[src/rtl/uart_config_requester.sv]
// Initiator of the UART runtime-configuration handshake: SYN burst, DW/PM/SB/END packets, ACK per packet.
// Latency: first SYN presented the cycle after req_i; done_o/fail_o are registered one-cycle pulses.
// Backpressure: tx bytes held stable while tx_ready_i is low; rx bytes outside WAIT_ACK are dropped.
module uart_config_requester #(
  parameter int         SYN_NUMBER     = 3,
  parameter logic [7:0] SYN_CHAR       = 8'h16,
  parameter logic [7:0] ACK_CHAR       = 8'h06,
  parameter int         COUNT_1MS      = 50000,
  parameter int         ACK_TIMEOUT_MS = 10
) (
  input  logic       clk_i,
  input  logic       rst_n_i,
  input  logic       req_i,
  input  logic [1:0] data_width_i,
  input  logic [1:0] parity_mode_i,
  input  logic [1:0] stop_bits_i,
  output logic [7:0] tx_data_o,
  output logic       tx_valid_o,
  input  logic       tx_ready_i,
  input  logic [7:0] rx_data_i,
  input  logic       rx_valid_i,
  output logic       busy_o,
  output logic       done_o,
  output logic       fail_o,
  output logic [5:0] config_o
);

  localparam int TMO_LIMIT = ACK_TIMEOUT_MS * COUNT_1MS;
  localparam int TMO_W     = $clog2(TMO_LIMIT + 1);
  localparam int SYN_W     = (SYN_NUMBER > 1) ? $clog2(SYN_NUMBER) : 1;
  localparam logic [TMO_W-1:0] TMO_MAX  = TMO_W'(TMO_LIMIT);
  // Expiry is decided on the edge where the counter would reach TMO_LIMIT,
  // so fail_o rises exactly TMO_LIMIT edges after the packet transfer edge.
  localparam logic [TMO_W-1:0] TMO_LAST = TMO_W'(TMO_LIMIT - 1);
  localparam logic [SYN_W-1:0] SYN_LAST = SYN_W'(SYN_NUMBER - 1);

  typedef enum logic [1:0] {IDLE, SEND_SYN, SEND_PKT, WAIT_ACK} state_t;

  state_t           state, state_next;
  logic [SYN_W-1:0] syn_cnt, syn_cnt_next;
  logic [1:0]       pkt_idx, pkt_idx_next;
  logic [TMO_W-1:0] tmo_cnt, tmo_cnt_next;
  logic [1:0]       dw_q, dw_next, pm_q, pm_next, sb_q, sb_next;
  logic [5:0]       cfg_next;
  logic             done_next, fail_next;
  logic [7:0]       pkt_byte;

  assign busy_o = (state != IDLE);

  // Packet byte for the current index: {4'b0000, code, id}; END carries code 00.
  always_comb begin
    pkt_byte = 8'h00;
    case (pkt_idx)
      2'd0:    pkt_byte = {4'b0000, dw_q, 2'b01};
      2'd1:    pkt_byte = {4'b0000, pm_q, 2'b10};
      2'd2:    pkt_byte = {4'b0000, sb_q, 2'b11};
      default: pkt_byte = 8'h00;
    endcase
  end

  // State register plus counters, latched codes, committed config and result pulses.
  always_ff @(posedge clk_i) begin
    if (!rst_n_i) begin
      state    <= IDLE;
      syn_cnt  <= '0;
      pkt_idx  <= 2'd0;
      tmo_cnt  <= '0;
      dw_q     <= 2'b00;
      pm_q     <= 2'b00;
      sb_q     <= 2'b00;
      config_o <= 6'b00_00_11;
      done_o   <= 1'b0;
      fail_o   <= 1'b0;
    end else begin
      state    <= state_next;
      syn_cnt  <= syn_cnt_next;
      pkt_idx  <= pkt_idx_next;
      tmo_cnt  <= tmo_cnt_next;
      dw_q     <= dw_next;
      pm_q     <= pm_next;
      sb_q     <= sb_next;
      config_o <= cfg_next;
      done_o   <= done_next;
      fail_o   <= fail_next;
    end
  end

  // Next-state logic and TX outputs; the ACK check precedes the timeout so a same-cycle ACK wins.
  always_comb begin
    state_next   = state;
    syn_cnt_next = syn_cnt;
    pkt_idx_next = pkt_idx;
    tmo_cnt_next = tmo_cnt;
    dw_next      = dw_q;
    pm_next      = pm_q;
    sb_next      = sb_q;
    cfg_next     = config_o;
    done_next    = 1'b0;
    fail_next    = 1'b0;
    tx_valid_o   = 1'b0;
    tx_data_o    = 8'h00;
    case (state)
      IDLE: begin
        if (req_i) begin
          if (stop_bits_i[1]) begin
            fail_next = 1'b1;
          end else begin
            dw_next      = data_width_i;
            pm_next      = parity_mode_i;
            sb_next      = stop_bits_i;
            syn_cnt_next = '0;
            pkt_idx_next = 2'd0;
            state_next   = SEND_SYN;
          end
        end
      end
      SEND_SYN: begin
        tx_valid_o = 1'b1;
        tx_data_o  = SYN_CHAR;
        if (tx_ready_i) begin
          if (syn_cnt == SYN_LAST) begin
            syn_cnt_next = '0;
            pkt_idx_next = 2'd0;
            state_next   = SEND_PKT;
          end else begin
            syn_cnt_next = syn_cnt + 1'b1;
          end
        end
      end
      SEND_PKT: begin
        tx_valid_o = 1'b1;
        tx_data_o  = pkt_byte;
        if (tx_ready_i) begin
          tmo_cnt_next = '0;
          state_next   = WAIT_ACK;
        end
      end
      WAIT_ACK: begin
        if (tmo_cnt != TMO_MAX) tmo_cnt_next = tmo_cnt + 1'b1;
        if (rx_valid_i && (rx_data_i == ACK_CHAR)) begin
          if (pkt_idx == 2'd3) begin
            cfg_next   = {sb_q, pm_q, dw_q};
            done_next  = 1'b1;
            state_next = IDLE;
          end else begin
            pkt_idx_next = pkt_idx + 2'd1;
            state_next   = SEND_PKT;
          end
        end else if (rx_valid_i) begin
          fail_next  = 1'b1;
          state_next = IDLE;
        end else if (tmo_cnt == TMO_LAST) begin
          fail_next  = 1'b1;
          state_next = IDLE;
        end
      end
      default: state_next = IDLE;
    endcase
  end

endmodule

[config.mk]
export PLATFORM = sky130hd
export DESIGN_NAME = uart_config_requester
export DESIGN_NICKNAME = d
export VERILOG_FILES = /design/src/rtl/uart_config_requester.sv
export SDC_FILE = /design/constraint.sdc
export NUM_CORES = 1
export LEC_CHECK = 0
export CAP_MARGIN = 20
export CORE_ASPECT_RATIO = 0.9
export CORE_MARGIN = 2
export CORE_UTILIZATION = 50
export CTS_BUF_LIST = sky130_fd_sc_hd__clkbuf_4
export DETAILED_ROUTE_END_ITERATION = 10
export GPL_ROUTABILITY_DRIVEN = 0
export GPL_TIMING_DRIVEN = 1
export PLACE_DENSITY_LB_ADDON = 0.12
export RECOVER_POWER = 100
export SYNTH_ARGS = -nofsm -noshare
export SYNTH_HDL_FRONTEND = slang
export SYNTH_SLANG_ARGS = --single-unit
[constraint.sdc]
create_clock -name clk_i -period 3.3 [get_ports clk_i]
set_clock_uncertainty 0.15 [all_clocks]
set_input_delay 0.825 -clock clk_i [delete_from_list [all_inputs] [get_ports clk_i]]
set_output_delay 0.825 -clock clk_i [all_outputs]
set_load 0.02 [all_outputs]
# Word-level counts from Yosys, hierarchy flattened
# Cells that the tools add are included.
# totals
input_bits	19
register_bits	37
# classes
n_reduce_logical	15
add_sub_neg	3
eq_ne	19
n_mux	33
n_bitwise	1
# ops
operator	count
19-bit 2-to-1 mux	2
19-bit one-hot mux with 2 select lines	1
2-bit 2-to-1 mux	17
19-bit by 1-bit adder with 19-bit output (second input constant)	1
19-bit == test (second input constant)	1
19-bit inequality test (second input constant)	1
2-bit inequality test (second input constant)	8
8-bit one-hot mux with 2 select lines	1
4-bit one-hot mux with 3 select lines	1
3-bit AND reduction	4
2-bit == test (second input constant)	5
8-bit by 3-bit == test with 1-bit output (second input constant)	1
2-bit one-hot mux with 4 select lines	1
1-bit 2-to-1 mux	7
7-bit AND reduction	1
2-bit one-hot mux with 3 select lines	1
6-bit AND reduction	1
2-bit nonzero test	3
2-bit by 1-bit adder with 2-bit output (second input constant)	2
2-bit by 1-bit == test with 1-bit output (second input constant)	2
2-bit logical NOT	2
4-bit inequality test (second input constant)	1
2-bit one-hot mux with 2 select lines	1
4-bit AND reduction	1
other kinds (5)	5

# Depth between registers and ports, before layout
# Gate-level depths: netlist (run 1).
# depth
ltp_word	5
depth_mapped	8

# Least setup slack after synthesis (run 1)
# Ideal clock, no wire load.
# synth_path
path_type	flip-flop to output port
start	reg state[0]
end	out tx_data_o[2]
path_stages_with_launch	5
n_path_buf	0
t_required_ns	2.325
path_slack_ns	0.777
t_arrival_ns	1.548
path_cell_list	dfxtp_1 > inv_1 > ha_1 > nand3_1 > o21ai_0
# synth_between
elab_chain_len	2
word_cells_on_any_way	3
cone_classes	eq/ne: 2; mux: 1
# synth_lines
element	line	rtl
from (decl)	39	state_t state, state_next;
from (signal assigned)	75	state <= state_next;
2-bit == test or 2-bit by 1-bit == test with 1-bit output (tied branches)	102	case (state)
8-bit one-hot mux with 2 select lines *	102	
to (decl)	17	output logic [7:0] tx_data_o,
# Every way passes the cells marked *; elsewhere a longest branch is shown, timed or not.

# Worst setup path in the final report (run 1)
# layout_path
start	in rx_data_i[3]
end	reg config_o[1]
# layout_between
elab_chain_len	3
# layout_lines
element	line	rtl
from (decl)	20	input logic [7:0] rx_data_i,
8-bit by 3-bit == test with 1-bit output	140	if (rx_valid_i && (rx_data_i == ACK_CHAR)) begin
1-bit logical AND	140	
3-bit AND reduction (no source line)	--	
to (signal assigned)	82	config_o <= cfg_next;
to (decl)	25	output logic [5:0] config_o
# No other way between the ends.
# A chain may end at the register's enable or synchronous reset.

==> results of run 1 <==
==> sequential cells by signal (all words and copies together), names as in the netlist <==
name and cells:
config_o 5, done_o 1, dw_q 2, fail_o 1
pkt_idx 2, pm_q 2, sb_q 1, state 2
syn_cnt 2, tmo_cnt 19
==> kinds of logic (layout without fill, tap and decap cells) <==
| kind of cell | Yosys count | count (layout) | share of synthesized area |
|---|---|---|---|
| DFF | 37 | 37 | 0.373 |
| buffers and inverters | 18 | 50 | 0.0434 |
| muxes | 14 | 14 | 0.0705 |
| and+or+nand+nor | 97 | 97 | 0.287 |
| AOI/OAI and AO/OA | 22 | 22 | 0.0756 |
| other | 1 | 4 | 0.00189 |
| adders and majority gates | 11 | 11 | 0.0693 |
| xor gates and xnor gates | 18 | 18 | 0.0793 |
==> final timing paths <==
check	start	end	slack, ns	cells after the start
setup / recovery	rx_data_i[3]	config_o[1]	0.18	6
hold / removal	config_o[1]	config_o[1]	0.36	2
setup reg to reg	state[0]	tmo_cnt[6]	1.03	6
hold reg to reg	config_o[1]	config_o[1]	0.36	2
==> area by class of cell <==
class	count	share of cell area
repair buffers	35	0.141
well taps	46	0.0244
clock inverters	1	0.00159
flip-flops and latches	37	0.314
inverters	8	0.0127
clock buffers	6	0.0191
multi-input cells	166	0.488
==> worst reg2reg max path: cells and delay by family (launching register included) <==
family / cells / cell delay, ns
XOR/XNOR: 1 / 0.13
adder cells (fa/ha/maj): 1 / 0.46
flip-flops: 1 / 0.44
multiplexers: 1 / 0.18
AND/OR/NAND/NOR: 3 / 0.82
==> power by group <==
| part | total [mW] | internal [mW] | switching (mW) |
|---|---|---|---|
| logic | 0.356 | 0.157 | 0.199 |
| registers | 0.493 | 0.470 | 0.0232 |
| clock network | 0.232 | 0.0856 | 0.146 |
==> cells in the final DEF, fill, tap and decap left out, types with 10 or more instances in the layout <==
cell type and n:
clkdlybuf4s50_1 17, xor2_1 15, nor2_1 22, nor2b_1 14
mux2i_1 14, ha_1 11, dfxtp_1 37, nand3_1 10
dlygate4sd3_1 14, nand2_1 14
==> per-layer routing <==
metal,track usage,routed length (µm)
met5,0,0
met2,0.291,1720
met3,0.0505,153
met4,0.0793,46
met1,0.251,2000
==> stage by stage <==
stage               power [mW]  utilization  worst slack, ns
detailed placement       0.879        0.623            0.405
global route              1.15        0.629           0.0353
finish                    1.08        0.629            0.181
global placement         0.872        0.623            0.414
CTS                       1.10        0.636            0.110
floorplan                0.749            -            0.777
==> timing repair <==
item,in CTS,in global routing
endpoints found under the setup margin,0,1
hold endpoints to repair,0,0
resized for setup,0,1
buffers inserted,0,0
==> impl_metrics.json, run 1 <==
{
  "status": "complete, no violations",
  "whs_ns": 0.357,
  "ys.flop_type": "dfxtp_1",
  "core_um2": 3760,
  "cellPowerDensity_nw_per_um2": 458,
  "slew_viol_final": 0,
  "fmax_mhz": 321,
  "finalNetCount": 283,
  "cts_buffers": 5,
  "wl_um": 3920,
  "setup_viol": 0,
  "ys_top_cells_by_count": "dfxtp_1, nor2_1, xor2_1",
  "hold_path.class": "reg -> reg",
  "antenna_cells": 0,
  "start_kind": "primary input",
  "hold_violations": 0,
  "dp_cells": 292,
  "ant_nets": 0,
  "fin_cells": 299,
  "grt_pass1_vias": 1510,
  "fp.dieH_um": 63.8,
  "ios": 37,
  "arrival_ns": 3.21,
  "cts_tree": "done",
  "drt_iter0_drc": 57,
  "fin_crit_sh": 0.945,
  "drive_above_1_share": 0.0553,
  "synthCells": 218,
  "wl_per_cell_um": 13.1,
  "crit_fanout": 5,
  "antenna_found_initial": 0,
  "seqCellArea_um2": 741,
  "viasPerCell": 5.37,
  "cap_violations": 0,
  "cp_cell_sequence": "dlygate4sd3_1 -> or4b_2 -> nor4_1 -> nand3_2 -> mux2i_1 -> nand2_1",
  "drt_pass1_iterations": 4,
  "async_flop_share": 0,
  "grt_max_degree": 23,
  "synth_edf_count": 0,
  "critPathKind": "in -> reg",
  "syn_area_per_cell_um2": 9.11,
  "rows": 21,
  "grt_pass1_wl_um": 6780,
  "required_ns": 3.39,
  "grt-ovfl-total": 0,
  "area_growth_pct": 18.9,
  "die_w_um": 70.5,
  "period_needed_ns": 3.12,
  "dr_total_vias": 1606,
  "die_area_um2": 4500,
  "clockBufferDepth": 2,
  "clkTransAtPathRegs_ns": 0.10,
  "multi_input_area_um2": 1150,
  "numPortBuffers": 32,
  "critPathBufInv": 1,
  "rsz0062_at_grt": "false",
  "cp-end-kind": "flop",
  "slew_headroom": 0.501,
  "synth_cell_types": 48,
  "synth_top_area_frac": 0.373,
  "slowest_stage": "or4b_2",
  "fin_setup_tns_ns": 0,
  "htreeDepth": 2,
  "clock_latency_ns": 0.35,
  "max-vdd-ir-drop_mv": 0.264,
  "synth.yosys.seq_area_share": 0.373,
  "dp_hpwl_um": 2860,
  "synth.most_common_cell": "dfxtp_1",
  "start_util": 0.529,
  "synth_top_area_cell": "dfxtp_1",
  "place_area_um2": 2340,
  "cts-root-buf": "clkbuf_4",
  "worst_pin_slew_ns": 0.742,
  "synth-seq-cells": 37,
  "max_stage_delay_ns": 0.66,
  "yosys-top-cells-area": "dfxtp_1, mux2i_1, ha_1, xor2_1, nor2b_1",
  "synth.cell_area_um2": 1990,
  "numClockSinks": 37,
  "cp_top_family": "simple AND/OR/NAND/NOR gates",
  "track_usage": 0.189,
  "yosysWarnings": 0,
  "final_area_um2": 2360,
  "leakage_nw": 0.955,
  "cts_hold_buf": 0,
  "n_fill_cell": 353,
  "drc_errors": 0
}
No activity file was read; power rests on OpenSTA's default activity.
==> inputs of run 2 (changes only) <==
--- a/config.mk
+++ b/config.mk
@@ -11,6 +11,7 @@
 export CORE_UTILIZATION = 50
 export CTS_BUF_LIST = sky130_fd_sc_hd__clkbuf_4
 export DETAILED_ROUTE_END_ITERATION = 10
+export DONT_BUFFER_PORTS = 1
 export GPL_ROUTABILITY_DRIVEN = 0
 export GPL_TIMING_DRIVEN = 1
 export PLACE_DENSITY_LB_ADDON = 0.12
==> run 2 against run 1 <==
  * First-iteration DRC count up 14%
  * Sequential power about the same
  * Critical endpoint is now tx_data_o[2]
  * Via count down 4.2%
  * Worst setup slack better by 0.065 ns
  * Combinational power down 19%
  * Hold slack better by 0.019 ns
  * Non-clock buffer count down 34
  * Cell count down 11%
  * Core utilization down 9.0 points
  * Count of clock-buffer cells in the layout unchanged
  * Sequential share of layout area up 5.3 points
  * Register-to-register slack worse by 0.51 ns
==> impl_metrics.json, run 2 (synthesis gave the netlist of run 1 again) <==
{
  "status": "complete, no violations",
  "numClockSinks": 37,
  "clock_latency_ns": 0.34,
  "antenna_cells": 0,
  "pwr-share-comb": 0.288,
  "final_common_cell": "dfxtp_1",
  "grt_pass1_wl_um": 6730,
  "max-vdd-ir-drop_mv": 0.293,
  "core_um2": 3760,
  "max_stage_delay_ns": 0.57,
  "clkTransAtPathRegs_ns": 0.10,
  "top_register": "tmo_cnt",
  "cp_top_family": "compound AO/OA/AOI/OAI gates",
  "drt_iter0_drc": 65,
  "grt_pass1_vias": 1531,
  "hold_depth": 2,
  "arrival_ns": 2.08,
  "period_needed_ns": 3.05,
  "r2r_setup_slack_ns": 0.52,
  "r2r-start": "state[0]",
  "cts_hold_buf": 0,
  "track_usage": 0.190,
  "grt-ovfl-total": 0,
  "crit_fanout": 5,
  "ant_nets": 0,
  "rows": 21,
  "critPathKind": "reg -> out",
  "rsz0062_at_grt": "false",
  "fin_setup_tns_ns": 0,
  "hold_path_end": "config_o[1]",
  "leakage_nw": 0.807,
  "p_switching_mw": 0.346,
  "grt_max_degree": 23,
  "finalNetCount": 249,
  "power.share.clock": 0.219,
  "drt_pass1_iterations": 4,
  "largestRegisters": "tmo_cnt: 19 flops, config_o: 5 flops",
  "slowest_stage": "o21ai_0",
  "final_cell_mix": "dfxtp_1, nor2_1, xor2_1",
  "cap_violations": 0,
  "wl_per_cell_um": 14.9,
  "cts_buffers": 5,
  "fin_crit_sh": 0.925,
  "numPortBuffers": 0,
  "wl_um": 3950,
  "ios": 37,
  "slew_viol_final": 0,
  "setup_viol": 0,
  "area_growth_pct": 1.83,
  "p_int_mw": 0.658,
  "die_w_um": 70.5,
  "fp.dieH_um": 63.8,
  "cellPowerDensity_nw_per_um2": 496,
  "hold_path.class": "reg -> reg",
  "cts_tree": "done",
  "viasPerCell": 5.80,
  "fmax_mhz": 327,
  "cts-root-buf": "clkbuf_4",
  "drc_errors": 0,
  "largest_register_ffs": 19,
  "clockBufferDepth": 2,
  "htreeDepth": 2,
  "required_ns": 2.32,
  "cp_cell_sequence": "inv_1 -> ha_1 -> nand3_1 -> o21ai_0",
  "reg2regPathDepth": 6,
  "die_area_um2": 4500,
  "postCtsSetupRepairBufs": 0,
  "dp_hpwl_um": 2980,
  "cts_resized": 0,
  "cp-end-kind": "output pin",
  "start_util": 0.529,
  "crit_cells": 4,
  "final_util": 0.538,
  "switching_share": 0.345,
  "drive_above_1_share": 0.0411,
  "pwr-share-seq": 0.493,
  "critPathBufInv": 1,
  "start_kind": "flop",
  "min_from": "dw_q[1]",
  "slew_headroom": 0.197,
  "worst_pin_slew_ns": 1.19,
  "hold_violations": 0,
  "antenna_found_initial": 0,
  "dr_total_vias": 1538,
  "worstReg2RegEnd": "tmo_cnt[7]"
}
==> run 2: layout make-up <==
class                      count  area (µm²)
timing repair buffer           1        7.51
multi-input combinational    166        1140
clock buffer                   6        45.0
inverter                       8        30.0
sequential                    37         741
fill                         355        1730
tap                           46        57.6
clock inverter                 1        3.75
==> run 2: power groups by stage <==
stage / sequential (mW) / clock (mW) / combinational [mW]
3_5_place_dp: 0.505 / 0 / 0.289
5_1_grt: 0.499 / 0.256 / 0.318
4_1_cts: 0.495 / 0.233 / 0.290
2_1_floorplan: 0.499 / 0 / 0.250
3_3_place_gp: 0.502 / 0 / 0.282
6_report: 0.495 / 0.220 / 0.289
==> run 2: worst register-to-register path: stages, from the launching register on <==
cell and delay, ns:
dfxtp_1 0.43, ha_1 0.45, mux2i_1 0.18, nor4_1 0.99
nand4_1 0.22, xor2_1 0.20, nor2_1 0.06
==> run 2: layer usage <==
metal,track usage,wire length [µm],vias to the layer above
li1,-,-,753
met1,0.234,1800,733
met2,0.289,1830,38
met3,0.0647,203,14
met4,0.108,114,0
met5,0,0,-
==> run 2: metrics by stage <==
stage                     cells  total power [mW]  cell area (µm²)  hold WS (ns)  setup slack (ns)
final                       265              1.00             2020         0.376             0.246
after floorplan             221             0.749             2000         0.315             0.777
after global placement      258             0.784             2010         0.340             0.700
after CTS                   265              1.02             2060         0.381             0.252
after global routing        265              1.07             2020         0.380             0.107
after detailed placement    258             0.794             2010         0.361             0.651
==> run 2: how the worst max path moves through the flow <==
stage / endpoint / slack (ns) / from
finish: tx_data_o[2] / 0.25 / state[0]
global route: tx_data_o[2] / 0.11 / state[0]
CTS: tx_data_o[2] / 0.25 / state[0]
detailed placement: tx_data_o[2] / 0.65 / state[0]
global placement: tx_data_o[2] / 0.70 / state[0]
floorplan: tx_data_o[2] / 0.78 / state[0]
